File: src/rtl/burst_line_responder_if.sv
// Cache-side request/line bus plus the word-wide backing-memory bus of burst_line_responder.
// s_error exists only when BURST_RESP_TIMEOUT_EN is defined.
interface burst_line_responder_if #(
   parameter int I_CACHE_LENGTH = 512
);
   logic [31:0]               s_address;
   logic                      s_read;
   logic [4:0]                s_burstcount;
   logic                      s_wait_data;
   logic [I_CACHE_LENGTH-1:0] s_reddata;
   logic [31:0]               mem_address;
   logic                      mem_read;
   logic                      mem_waitrequest;
   logic [31:0]               mem_rdata;
   logic                      mem_rvalid;
`ifdef BURST_RESP_TIMEOUT_EN
   logic                      s_error;
`endif

   // slave: the responder itself; master: cache master plus backing memory
   modport slave (
      input  s_address, s_read, s_burstcount, mem_waitrequest, mem_rdata, mem_rvalid,
      output s_wait_data, s_reddata, mem_address, mem_read
`ifdef BURST_RESP_TIMEOUT_EN
      , output s_error
`endif
   );

   modport master (
      output s_address, s_read, s_burstcount, mem_waitrequest, mem_rdata, mem_rvalid,
      input  s_wait_data, s_reddata, mem_address, mem_read
`ifdef BURST_RESP_TIMEOUT_EN
      , input s_error
`endif
   );
endinterface

File: src/rtl/burst_line_responder.sv
// Fetches one cache line as N word reads (issue and return may overlap) and assembles it.
// BURST_RESP_TIMEOUT_EN adds s_error and a 255-cycle no-return watchdog.
module burst_line_responder #(
   parameter int I_BURST        = 16,
   parameter int I_CACHE_LENGTH = I_BURST*32
) (
   input  logic                 clk,
   input  logic                 resetn,
   burst_line_responder_if.slave bus
);
   localparam int         KW   = $clog2(I_BURST);
   localparam logic [4:0] BMAX = 5'(I_BURST);

   typedef enum logic {IDLE, FETCH} state_t;

   typedef struct packed {
      logic [31:0] base;
      logic [4:0]  n;
   } burst_t;

   state_t                    state, state_nx;
   burst_t                    cur;
   logic [4:0]                issue_cnt, ret_cnt;
   logic [I_BURST-1:0][31:0]  line;
   logic [4:0]                req_n;
   logic                      accept, issue_fire, ret_fire, last_ret, timeout;
   logic                      wait_o, read_o;
   logic [31:0]               addr_o;

   assign req_n      = (bus.s_burstcount == 5'd0 || bus.s_burstcount > BMAX) ? BMAX : bus.s_burstcount;
   assign accept     = (state == IDLE) && bus.s_read;
   assign issue_fire = read_o && !bus.mem_waitrequest;
   // returns outside a burst (idle, or after a reset abandoned one) are dropped
   assign ret_fire   = (state == FETCH) && bus.mem_rvalid;
   assign last_ret   = ret_fire && (ret_cnt == cur.n - 5'd1);

`ifdef BURST_RESP_TIMEOUT_EN
   logic [7:0] idle_cnt;
   logic       err_q;

   assign timeout     = (state == FETCH) && (idle_cnt == 8'hFF);
   assign bus.s_error = err_q;

   always_ff @(posedge clk or negedge resetn) begin
      if (!resetn) begin
         idle_cnt <= '0;
         err_q    <= 1'b0;
      end else if (accept) begin
         idle_cnt <= '0;
         err_q    <= 1'b0;
      end else if (state == FETCH) begin
         if (bus.mem_rvalid)          idle_cnt <= '0;
         else if (idle_cnt != 8'hFF)  idle_cnt <= idle_cnt + 8'd1;
         if (timeout)                 err_q <= 1'b1;
      end
   end
`else
   assign timeout = 1'b0;
`endif

   always_ff @(posedge clk or negedge resetn) begin
      if (!resetn) state <= IDLE;
      else         state <= state_nx;
   end

   always_comb begin
      state_nx = state;
      case (state)
         IDLE:    if (bus.s_read) state_nx = FETCH;
         FETCH:   if (last_ret || timeout) state_nx = IDLE;
         default: state_nx = IDLE;
      endcase
   end

   always_comb begin
      wait_o = 1'b0;
      read_o = 1'b0;
      addr_o = '0;
      if (state == FETCH) begin
         wait_o = 1'b1;
         read_o = (issue_cnt < cur.n);
         if (read_o) addr_o = cur.base + {25'd0, issue_cnt, 2'b00};
      end
   end

   assign bus.s_wait_data = wait_o;
   assign bus.mem_read    = read_o;
   assign bus.mem_address = addr_o;
   assign bus.s_reddata   = I_CACHE_LENGTH'(line);

   always_ff @(posedge clk or negedge resetn) begin
      if (!resetn) begin
         cur       <= '0;
         issue_cnt <= '0;
         ret_cnt   <= '0;
         line      <= '0;
      end else if (accept) begin
         cur.base  <= {bus.s_address[31:6], 6'd0};
         cur.n     <= req_n;
         issue_cnt <= '0;
         ret_cnt   <= '0;
         line      <= '0;
      end else if (state == FETCH) begin
         if (issue_fire) issue_cnt <= issue_cnt + 5'd1;
         if (ret_fire) begin
            line[ret_cnt[KW-1:0]] <= bus.mem_rdata;
            ret_cnt               <= ret_cnt + 5'd1;
         end
      end
   end
endmodule

File: src/flat_wrapper.sv
// flat-port wrapper written by rule: the top's interface ports become plain ports
module burst_line_responder_flat 
#(
   parameter int I_BURST        = 16,
   parameter int I_CACHE_LENGTH = I_BURST*32
)
  (clk, resetn, bus_s_address, bus_s_read, bus_s_burstcount, bus_mem_waitrequest, bus_mem_rdata, bus_mem_rvalid, bus_s_wait_data, bus_s_reddata, bus_mem_address, bus_mem_read);
  burst_line_responder_if #(.I_CACHE_LENGTH(I_CACHE_LENGTH)) bus_i ();
  input  logic clk;
  input  logic resetn;
  input wire logic [$bits(bus_i.s_address)-1:0] bus_s_address;
  input wire logic [$bits(bus_i.s_read)-1:0] bus_s_read;
  input wire logic [$bits(bus_i.s_burstcount)-1:0] bus_s_burstcount;
  input wire logic [$bits(bus_i.mem_waitrequest)-1:0] bus_mem_waitrequest;
  input wire logic [$bits(bus_i.mem_rdata)-1:0] bus_mem_rdata;
  input wire logic [$bits(bus_i.mem_rvalid)-1:0] bus_mem_rvalid;
  output wire logic [$bits(bus_i.s_wait_data)-1:0] bus_s_wait_data;
  output wire logic [$bits(bus_i.s_reddata)-1:0] bus_s_reddata;
  output wire logic [$bits(bus_i.mem_address)-1:0] bus_mem_address;
  output wire logic [$bits(bus_i.mem_read)-1:0] bus_mem_read;
  assign bus_i.s_address = bus_s_address;
  assign bus_i.s_read = bus_s_read;
  assign bus_i.s_burstcount = bus_s_burstcount;
  assign bus_i.mem_waitrequest = bus_mem_waitrequest;
  assign bus_i.mem_rdata = bus_mem_rdata;
  assign bus_i.mem_rvalid = bus_mem_rvalid;
  assign bus_s_wait_data = bus_i.s_wait_data;
  assign bus_s_reddata = bus_i.s_reddata;
  assign bus_mem_address = bus_i.mem_address;
  assign bus_mem_read = bus_i.mem_read;
  burst_line_responder #(.I_BURST(I_BURST), .I_CACHE_LENGTH(I_CACHE_LENGTH)) u_core (.clk(clk), .resetn(resetn), .bus(bus_i));
endmodule
File: config.mk
export PLATFORM = sky130hd
export DESIGN_NAME = burst_line_responder_flat
export DESIGN_NICKNAME = d
export VERILOG_FILES = /design/src/rtl/burst_line_responder_if.sv /design/src/rtl/burst_line_responder.sv /design/src/flat_wrapper.sv
export SDC_FILE = /design/constraint.sdc
export NUM_CORES = 1
export LEC_CHECK = 0
export BUFFER_PORTS_ARGS = -buffer_cell sky130_fd_sc_hd__clkbuf_2
export CAP_MARGIN = 20
export CORE_UTILIZATION = 40
export DETAILED_ROUTE_END_ITERATION = 16
export GPL_ROUTABILITY_DRIVEN = 0
export MAX_ROUTING_LAYER = met4
export PLACE_DENSITY = 0.68
export SETUP_SLACK_MARGIN = 0.05
export SYNTH_ARGS = -nofsm -noshare
export SYNTH_HDL_FRONTEND = slang
export SYNTH_SLANG_ARGS = --single-unit
export TNS_END_PERCENT = 10
File: constraint.sdc
create_clock -name clk -period 1.81 [get_ports clk]
set_input_delay 0.2715 -clock clk [delete_from_list [all_inputs] [get_ports clk]]
set_output_delay 0.2715 -clock clk [all_outputs]
set_load 0.02 [all_outputs]
==> impl_metrics.toml <==
[synthesis]
ys.flop_type = "dfrtp_1"
synth_area_leaders = "dfrtp_1 (59%), nand2_1 (18%), a21oi_1 (11%), buf_6 (2.4%), clkbuf_1 (2.2%)"
syn_inst = 2640
synth.top_cell.area_share_pct = 58.9
synth_edf_count = 0
synth_largest_area_cell = "dfrtp_1"
async_flop_share_pct = 100
avgSynthCellArea_um2 = 8.91
syn_area_mm2 = 0.0235
ys_warn_count = 0
synth_seq_cells = 554
synth_common_cells = "nand2_1 (1130), dfrtp_1 (554), a21oi_1 (497)"
ys_seq_area_share_pct = 58.9
yosysMostFrequentCell = "nand2_1"
ys_types = 42

[timing]
setup_ws_ns = -0.869
fmax_mhz = 373
relSlewSlack_pct = 50.5
finalHoldViolations = 0
grt_setup_unrepaired = "yes"
setup_viol = 36
period_minus_slack_ns = 2.68
finalCritPeriodShare_pct = 148
worstMarginPinSlew_ns = 0.743
slew_violations = 0
holdWs_ns = 0.170
clock_skew_ns = 0.0174

[detailed_routing]
antenna_left = 0
drcViolationCount = 0
vias_per_cell = 5.34
dr.pass1.iters = 6
wl_um = 87400
vias = 21700
wl_per_cell_um = 21.5
first_iter_violations = 1770

[pwr]
ir_drop_mv = 1.18
p_per_area_mw_per_mm2 = 1960
leakage_nw = 15.1

[placement]
io_buffers = 611
dpl.cell_count = 3900
post-dp-hpwl_um = 56700
place_area_mm2 = 0.0281

[global_routing]
antenna_found_initial = 2
gr-usage-all-layers_pct = 28.9
grt_max_degree = 53
grt_overflow = 0
first_global_vias = 21000
grt_pass1_wl_um = 128000

[clock_tree]
cts_tree = "built"
cts_root_buf = "clkbuf_16"
numCtsBuffers = 57
h-tree-depth = 2
cts_buffer_depth = 3
clk_pin_slew_ns = 0.06
clk_latency_ns = 0.61
cts.sink_count = 554

[floorplan]
io_pins = 620
die_y_um = 245
start_util_pct = 40.6
die_area_mm2 = 0.0598
coreArea_mm2 = 0.0579
core.rowCount = 88
die_w_um = 245

[finish]
design_area_mm2 = 0.0310
drive_above_1_share_pct = 29.6
utilization_pct = 53.5
num_antenna_cells = 0
fin_nets = 3334
fillCellCount = 5259
area_growth_pct = 31.7
seqCellArea_mm2 = 0.0139
multi_input_area_mm2 = 0.00863
final_cells = 4057

[status]
violations = "setup timing"
status = "finished, violations left"

[worst_setup_path]
endpoint_kind = "primary output"
critPathMaxFanout = 8
r2r_slack_ns = -0.26
required_ns = 1.54
critPathKind = "flip-flop to primary output"
startpoint_type = "flip-flop"
crit_arrival_ns = 2.41

[run]
maxCapViolations = 0

[worst_hold_path]
min-delay-path-class = "input pin to flip-flop"
[final cells by class]
cell class	instances	area share, %
Clock buffer	80	5.47
Clock inverter	24	0.771
Inverter	14	0.186
Multi-Input combinational cell	1822	27.8
Sequential cell	554	44.7
Tap cell	765	3.09
Timing Repair Buffer	798	17.9
[power breakdown]
group          internal (W)  leakage (nW)  switching, W
combinational        0.0104          6.82        0.0176
sequential           0.0173          7.33       0.00324
clock               0.00708         0.961       0.00507
[per-stage QoR]
step | total power, W | worst slack, ns | TNS [ns]
floorplan | 0.0362 | 0.0542 | 0
global placement | 0.0458 | -0.140 | -1.45
detailed placement | 0.0463 | -0.162 | -1.97
CTS | 0.0589 | -0.772 | -21.84
global route | 0.0637 | -0.939 | -25.56
finish | 0.0607 | -0.869 | -22.99
[state kept, by name (all words and copies together) (netlist names)]
name,count
u_core.cur,31
u_core.ret_cnt,5
u_core.bus.s_reddata,512
u_core.issue_cnt,5
u_core.state,1
[repair_timing]
action                     CTS  global route
hold endpoints to repair    83             0
resized for setup           28           100
buffers inserted             1            11
cloned                       0             6
setup endpoints to repair   47           354
pin swaps                    3            15
hold buffers                35             0
[worst max-delay path, cell delays in order, from the launching register on]
cell and delay, ns:
dfrtp_2 0.43, ha_4 0.18, ha_4 0.15, inv_4 0.04
nor3_4 0.15, buf_12 0.16, nand4_1 0.21, xor2_2 0.26
nor2_4 0.11, buf_6 0.12
[placed cells by master (no fill, tap or decap), drive strengths merged]
cell type    instances
or4                  3
a21oi              516
inv                 16
nor3b                2
and2                20
buf                169
nor2                34
bufinv               4
o32ai                1
clkinvlp             3
a31o                 2
a2111oi              1
nor3                 4
dlygate4sd3         35
nand4               10
conb                 2
nand3               15
nand2             1131
clkbuf             674
nand3b               4
o311ai               1
and4                 3
clkinv              15
a32o                 1
dfrtp              554
xor2                23
ha                  13
and3                 5
o21ai               10
o211ai               4
o31ai                4
nand2b               2
nor2b                3
xnor2                7
o41ai                1
[path summary, 6_finish.rpt]
check                           cells past startpoint                            start                               endpoint
worst max-delay path                                9  u_core.issue_cnt[4]$_DFFE_PN0P_                    bus_mem_address[26]
worst min-delay path                                4                bus_mem_rdata[13]   u_core.bus.s_reddata[13]$_DFFE_PN0P_
worst max register to register                     10        u_core.cur[2]$_DFFE_PN0P_        u_core.issue_cnt[3]$_DFFE_PN0P_
worst min register to register                      2       u_core.cur[36]$_DFFE_PN0P_             u_core.cur[36]$_DFFE_PN0P_
max in group asynchronous                           3                           resetn  u_core.bus.s_reddata[226]$_DFFE_PN0P_
min in group asynchronous                           2                           resetn  u_core.bus.s_reddata[328]$_DFFE_PN0P_
[cell families after synthesis]
| group | count (synthesis) | synth area share, % |
|---|---|---|
| AOI/OAI and AO/OA | 540 | 12.0 |
| xor gates and xnor gates | 30 | 1.12 |
| adders and majority gates | 13 | 0.691 |
| buffers and inverters | 266 | 6.60 |
| DFF | 554 | 58.9 |
| other | 1 | 0.0159 |
| and+or+nand+nor | 1236 | 20.7 |
[per-layer routing]
| layer | GRT usage (%) | wire, µm |
|---|---|---|
| met1 | 36.8 | 34600 |
| met2 | 43.6 | 40400 |
| met3 | 6.79 | 7800 |
| met4 | 13.2 | 4540 |
| met5 | - | 0 |
No activity file was read; power rests on OpenSTA's default activity.
